## config.mk

```make
export PLATFORM = sky130hd
export DESIGN_NAME = uart_rx_flat
export DESIGN_NICKNAME = d
export VERILOG_FILES = /design/src/rtl/uart_pkg.sv /design/src/rtl/uart_rx_if.sv /design/src/rtl/uart_rx_sync_2ff.sv /design/src/rtl/uart_rx.sv /design/src/flat_wrapper.sv
export SDC_FILE = /design/constraint.sdc
export NUM_CORES = 1
export LEC_CHECK = 0
export ABC_AREA = 1
export ABC_CLOCK_PERIOD_IN_PS = 1800
export CAP_MARGIN = 15
export CORE_MARGIN = 5
export CORE_UTILIZATION = 55
export DETAILED_ROUTE_END_ITERATION = 12
export PLACE_DENSITY = 0.78
export SYNTH_ARGS = -nofsm -noshare
export SYNTH_HDL_FRONTEND = slang
export SYNTH_SLANG_ARGS = --single-unit
```

## constraint.sdc

```tcl
create_clock -name clk -period 1.8 [get_ports clk]
set_input_delay 0.54 -clock clk [delete_from_list [all_inputs] [get_ports clk]]
set_output_delay 0.54 -clock clk [all_outputs]
set_load 0.02 [all_outputs]
```

## src/rtl/uart_pkg.sv

```systemverilog
// Purpose: shared UART definitions for the receiver and the future transmitter.
// Latency: none (types and constants only).
// Backpressure: none.
// Contents: FSM state encoding, default bit period, frame shape constants.
package uart_pkg;

  // Receiver FSM states; the numeric encoding is fixed so both sides agree.
  typedef enum logic [2:0] {
    IDLE  = 3'd0,
    START = 3'd1,
    DATA  = 3'd2,
    STOP  = 3'd3,
    DONE  = 3'd4,
    BREAK = 3'd5
  } uart_state_e;

  // 100 MHz core clock / 115200 baud.
  localparam int CLKS_PER_BIT_DEFAULT = 868;

  // 8N1 frame shape.
  localparam int DATA_BITS = 8;
  localparam int STOP_BITS = 1;

endpackage

```

## src/rtl/uart_rx_if.sv

```systemverilog
// Purpose: groups the serial line and received-byte outputs of the UART receiver.
// Latency: none (wires only).
// Backpressure: none; the byte consumer is always ready.
// Modports: master = receiver (reads rx, drives dout/rx_done/frame_err/busy),
//           slave  = line driver / byte consumer.
interface uart_rx_if;
  import uart_pkg::*;

  logic                 rx;
  logic [DATA_BITS-1:0] dout;
  logic                 rx_done;
  logic                 frame_err;
  logic                 busy;

  modport master (
    input  rx,
    output dout,
    output rx_done,
    output frame_err,
    output busy
  );

  modport slave (
    output rx,
    input  dout,
    input  rx_done,
    input  frame_err,
    input  busy
  );

endinterface

```

## src/rtl/uart_rx_sync_2ff.sv

```systemverilog
// Purpose: two-flop synchronizer for a single asynchronous bit, reset value selectable.
// Latency: 2 clk from d to q.
// Backpressure: none.
// Ports: clk, reset (async active-low), d (async input), q (synchronized output).
module sync_2ff #(
  parameter logic RESET_VAL = 1'b0
) (
  input  logic clk,
  input  logic reset,
  input  logic d,
  output logic q
);

  logic meta_d, meta_q;
  logic sync_d, sync_q;

  always_comb begin
    meta_d = d;
    sync_d = meta_q;
  end

  always_ff @(posedge clk or negedge reset) begin
    if (!reset) begin
      meta_q <= RESET_VAL;
      sync_q <= RESET_VAL;
    end else begin
      meta_q <= meta_d;
      sync_q <= sync_d;
    end
  end

  assign q = sync_q;

endmodule

```

## src/rtl/uart_rx.sv

```systemverilog
// Purpose: 8N1 UART receiver; filters false starts and bad stop bits, emits good bytes only.
// Latency: start edge at pin to rx_done = 2 + CLKS_PER_BIT/2 + 9*CLKS_PER_BIT + 1 clk (+-1).
// Backpressure: none; dout must be taken in the rx_done cycle or before the next one.
// Ports: clk, reset (async active-low), bus (uart_rx_if.master: rx in; dout, rx_done,
//        frame_err, busy out).
module uart_rx
  import uart_pkg::*;
#(
  parameter int CLKS_PER_BIT = CLKS_PER_BIT_DEFAULT
) (
  input  logic        clk,
  input  logic        reset,
  uart_rx_if.master   bus
);

  localparam int CTR_W = $clog2(CLKS_PER_BIT);
  localparam logic [CTR_W-1:0] HALF_LAST = CTR_W'(CLKS_PER_BIT / 2 - 1);
  localparam logic [CTR_W-1:0] BIT_LAST  = CTR_W'(CLKS_PER_BIT - 1);
  localparam logic [2:0]       IDX_LAST  = 3'(DATA_BITS - 1);

  logic rx_s;

  // Reset to 1 so a released reset with an idle line never looks like a start edge.
  sync_2ff #(.RESET_VAL(1'b1)) u_sync (
    .clk   (clk),
    .reset (reset),
    .d     (bus.rx),
    .q     (rx_s)
  );

  uart_state_e          state_d, state_q;
  logic [CTR_W-1:0]     ctr_d, ctr_q;
  logic [2:0]           bit_idx_d, bit_idx_q;
  logic [DATA_BITS-1:0] shift_d, shift_q;
  logic [DATA_BITS-1:0] dout_d, dout_q;
  logic                 frame_err_d, frame_err_q;

  always_comb begin
    state_d     = state_q;
    ctr_d       = ctr_q;
    bit_idx_d   = bit_idx_q;
    shift_d     = shift_q;
    dout_d      = dout_q;
    frame_err_d = 1'b0;

    case (state_q)
      IDLE: begin
        if (!rx_s) begin
          ctr_d   = '0;
          state_d = START;
        end
      end

      START: begin
        // Re-check the line at mid start bit; a high here was only a glitch.
        if (ctr_q == HALF_LAST) begin
          if (rx_s) begin
            state_d = IDLE;
          end else begin
            ctr_d     = '0;
            bit_idx_d = '0;
            state_d   = DATA;
          end
        end else begin
          ctr_d = ctr_q + 1'b1;
        end
      end

      DATA: begin
        // Counter was aligned to mid-bit in START, so each wrap lands mid-bit.
        if (ctr_q == BIT_LAST) begin
          ctr_d     = '0;
          shift_d   = {rx_s, shift_q[DATA_BITS-1:1]};
          bit_idx_d = bit_idx_q + 3'd1;
          if (bit_idx_q == IDX_LAST) begin
            state_d = STOP;
          end
        end else begin
          ctr_d = ctr_q + 1'b1;
        end
      end

      STOP: begin
        if (ctr_q == BIT_LAST) begin
          ctr_d = '0;
          if (rx_s) begin
            dout_d  = shift_q;
            state_d = DONE;
          end else begin
            frame_err_d = 1'b1;
            state_d     = BREAK;
          end
        end else begin
          ctr_d = ctr_q + 1'b1;
        end
      end

      DONE: begin
        state_d = IDLE;
      end

      BREAK: begin
        // A held-low line would otherwise retrigger START forever.
        if (rx_s) begin
          state_d = IDLE;
        end
      end

      default: begin
        state_d = IDLE;
      end
    endcase
  end

  always_ff @(posedge clk or negedge reset) begin
    if (!reset) begin
      state_q     <= IDLE;
      ctr_q       <= '0;
      bit_idx_q   <= '0;
      shift_q     <= '0;
      dout_q      <= '0;
      frame_err_q <= 1'b0;
    end else begin
      state_q     <= state_d;
      ctr_q       <= ctr_d;
      bit_idx_q   <= bit_idx_d;
      shift_q     <= shift_d;
      dout_q      <= dout_d;
      frame_err_q <= frame_err_d;
    end
  end

  // rx_done lives only in DONE and frame_err only in the first BREAK cycle,
  // so the two can never coincide.
  assign bus.dout      = dout_q;
  assign bus.rx_done   = (state_q == DONE);
  assign bus.frame_err = frame_err_q;
  assign bus.busy      = (state_q != IDLE);

endmodule

```

## src/flat_wrapper.sv

```systemverilog
// flat-port wrapper written by rule: the top's interface ports become plain ports
module uart_rx_flat import uart_pkg::*;
#(
  parameter int CLKS_PER_BIT = CLKS_PER_BIT_DEFAULT
)
  (clk, reset, bus_rx, bus_dout, bus_rx_done, bus_frame_err, bus_busy);
  uart_rx_if bus_i ();
  input  logic clk;
  input  logic reset;
  input wire logic [$bits(bus_i.rx)-1:0] bus_rx;
  output wire logic [$bits(bus_i.dout)-1:0] bus_dout;
  output wire logic [$bits(bus_i.rx_done)-1:0] bus_rx_done;
  output wire logic [$bits(bus_i.frame_err)-1:0] bus_frame_err;
  output wire logic [$bits(bus_i.busy)-1:0] bus_busy;
  assign bus_i.rx = bus_rx;
  assign bus_dout = bus_i.dout;
  assign bus_rx_done = bus_i.rx_done;
  assign bus_frame_err = bus_i.frame_err;
  assign bus_busy = bus_i.busy;
  uart_rx #(.CLKS_PER_BIT(CLKS_PER_BIT)) u_core (.clk(clk), .reset(reset), .bus(bus_i));
endmodule
```

==> out/qor.csv <==
metric,value,unit
status,finished clean,
Wirelength per Cell,11.3,um
minimum clock period after layout,1.67,ns
total power,1.52,mW
total wire length,3380,um
Residual DRC,0,
Internal Power,1.23,mW
diode count,0,
met3 usage,4.49,%
root buffer cell,clkbuf_4,
clk slew on worst S/H paths,0.11,ns
via-per-instance ratio,4.99,
internal reg-to-reg setup slack,0.21,ns
crit start category,flop,
Reg2Reg Depth,10,
first-pass GRT wire length,5970,um
ratio of cells with drive above 1 in the final layout,18.4,%
final slew viol count,0,
setup tns final,0,ns
Yosys top cell by area,dfrtp_1,
Cells after Synth,227,
Final Hold Fails,0,
data arrival time of the worst path,1.13,ns
worst skew pair latency,0.34,ns
Post-Syn Area,1820,um2
initial antenna violation count,0,
Sink Count,35,
Initial DRC Count,71,
GRT busiest layer,met2,
final antenna-violating net count,0,
Min-Delay Path Class,reg2reg,
switching share of power,19.3,%
Final Util,69.0,%
io pins,14,
vias,1491,
area delta synth->final,17.6,%
DIE AREA,4560,um2
synthesized area per cell,8.02,um2
cts bufs inserted,5,
Max Clk Rate,600,MHz
net load switching power,293,uW
M2 GR Usage,29.5,%
post-route cell area,2140,um2
post-synth top area share,45.4,%
Detailed Routing Iterations Pass 1,4,
synth warn,0,
grt total ovfl,0,
worst r2r src,u_core.ctr_q[1],
Critical Path Sink Type,output pin,
final period utilization,92.5,%
die width,67.5,um
clock skew,0.00961,ns
top_reg_cell synth,dfrtp_1,
Crit Path Category,reg2out,
Critical Path RT,1.26,ns
post-synthesis async set-or-reset flop share,100,%
Core Area,3100,um2
Cell variety after synth,26,
# port buffers,13,
RR Endpoint,u_core.state_q[1],
post-synthesis register bit count,35,
total number of H-tree levels,2,
met1 usage,20.9,%
worst vdd ir,0.500,mV
Post-DP Area,2040,um2
"most common cell after layout, fill and taps aside",nand2_1,
hold path endpoint,u_core.u_sync.q,
most frequent cells in the layout,"nand2_1, dfrtp_1, inv_1, nor2_1, o21ai_0",
"top cells by area, synth","dfrtp_1, nand2_1, inv_1",
CP max FO,3,
die span in y,67.5,um
CTS tree,built,
post-synthesis sequential area ratio,48.2,%
RSZ-0062 raised after global routing,false,
final setup vio count,0,
P_leak,1.14,nW
Core Rows,20,
vias in the first global route,1395,
Clock Path Buffers,2,
Max-Cap Viols,0,
slew margin rel.,61.7,%
largest net degree at the start of global routing,20,
Clock power frac,46.4,%
Total GRT Usage,17.5,%
hold depth,0,
Post-DP HPWL,2390,um
Post-synth EDFFs,0,
"Net Count, Synth",234,
Worst Max-Slew Pin Slew,0.571,ns
Initial Util,58.7,%
Seq pwr share,52.0,%
GP Congestion,0.842,
combinational power share,1.6,%
Worst Hold Slack,0.357,ns
hold path startpoint,u_core.u_sync.meta_q,
"Net count, final",261,
PwrDens,712,nW/um2
-- layer usage --
layer / up-vias / wire (um) / share of wire (%)
li1: 765 / - / -
met1: 689 / 1520 / 45
met4: 0 / 44 / 1.3
met2: 31 / 1650 / 49
met3: 6 / 166 / 4.9
met5: - / 0 / 0
-- how the worst max path moves through the flow --
stage                            startpoint                end  slack [ns]  cells past startpoint
after global placement    u_core.state_q[0]        bus_rx_done        0.05                      2
final                     u_core.state_q[1]        bus_rx_done        0.13                      2
after global routing        u_core.ctr_q[1]  u_core.state_q[1]        0.02                     10
after detailed placement  u_core.state_q[0]        bus_rx_done        0.06                      2
after floorplan           u_core.state_q[2]        bus_rx_done        0.17                      2
after CTS                 u_core.state_q[1]        bus_rx_done       0.001                      2
-- kinds of logic after synthesis --
group / share of synthesized area, %
AO/OA/AOI/OAI: 10.2
XOR/XNOR: 0.481
flip-flops: 48.2
adder cells (fa/ha/maj): 2.75
buffers and inverters: 8.73
AND/OR/NAND/NOR: 29.6
-- state kept, by name, summed over array words and instances (netlist names) --
signal,flops
u_core.state_q,3
u_core.bus.frame_err,1
u_core.u_sync.meta_q,1
u_core.bit_idx_q,3
u_core.shift_q,8
u_core.ctr_q,10
u_core.u_sync.q,1
u_core.bus.dout,8
-- cell usage after synthesis, types with 3 or more instances --
cell type,n
o21ai_0,12
nand3_2,3
nor2_1,14
ha_1,4
o21ai_2,8
nand2_2,3
nor3_1,3
nand2_1,78
nand3_1,10
dfrtp_1,33
o21ai_1,3
inv_2,5
a21oi_1,4
inv_1,30
-- layout make-up --
type	count	area (um2)
flip-flops and latches	35	878
repair buffers	23	184
fillers	277	962
well taps	44	55.1
clock inverters	2	60.1
clock buffers	6	41.3
inverters	35	131
multi-input cells	154	791
-- power groups by stage --
stage	Sequential [mW]	Clock [mW]	Combinational (mW)
2_1_floorplan	0.807	0	0.00217
3_3_place_gp	0.808	0	0.0261
3_5_place_dp	0.808	0	0.0261
4_1_cts	0.793	0.721	0.0262
5_1_grt	0.794	0.753	0.0292
6_report	0.793	0.707	0.0246
-- metrics by stage --
stage / cells / setup slack, ns
2_1_floorplan: 227 / 0.174
3_3_place_gp: 289 / 0.0464
3_5_place_dp: 289 / 0.0635
4_1_cts: 298 / 0.00109
5_1_grt: 299 / 0.0231
6_report: 299 / 0.134
-- worst max-delay path, stage by stage, from the launching register on --
cell and delay [ns]:
dfrtp_1 0.42, nor3_1 0.18, buf_2 0.19
-- repair_timing --
item,in CTS,in global routing
pin swaps,0,1
setup endpoints to repair,11,5
hold buffers,0,0
resized for setup,17,3
buffers inserted,1,1
No activity file was read; power rests on OpenSTA's default activity.
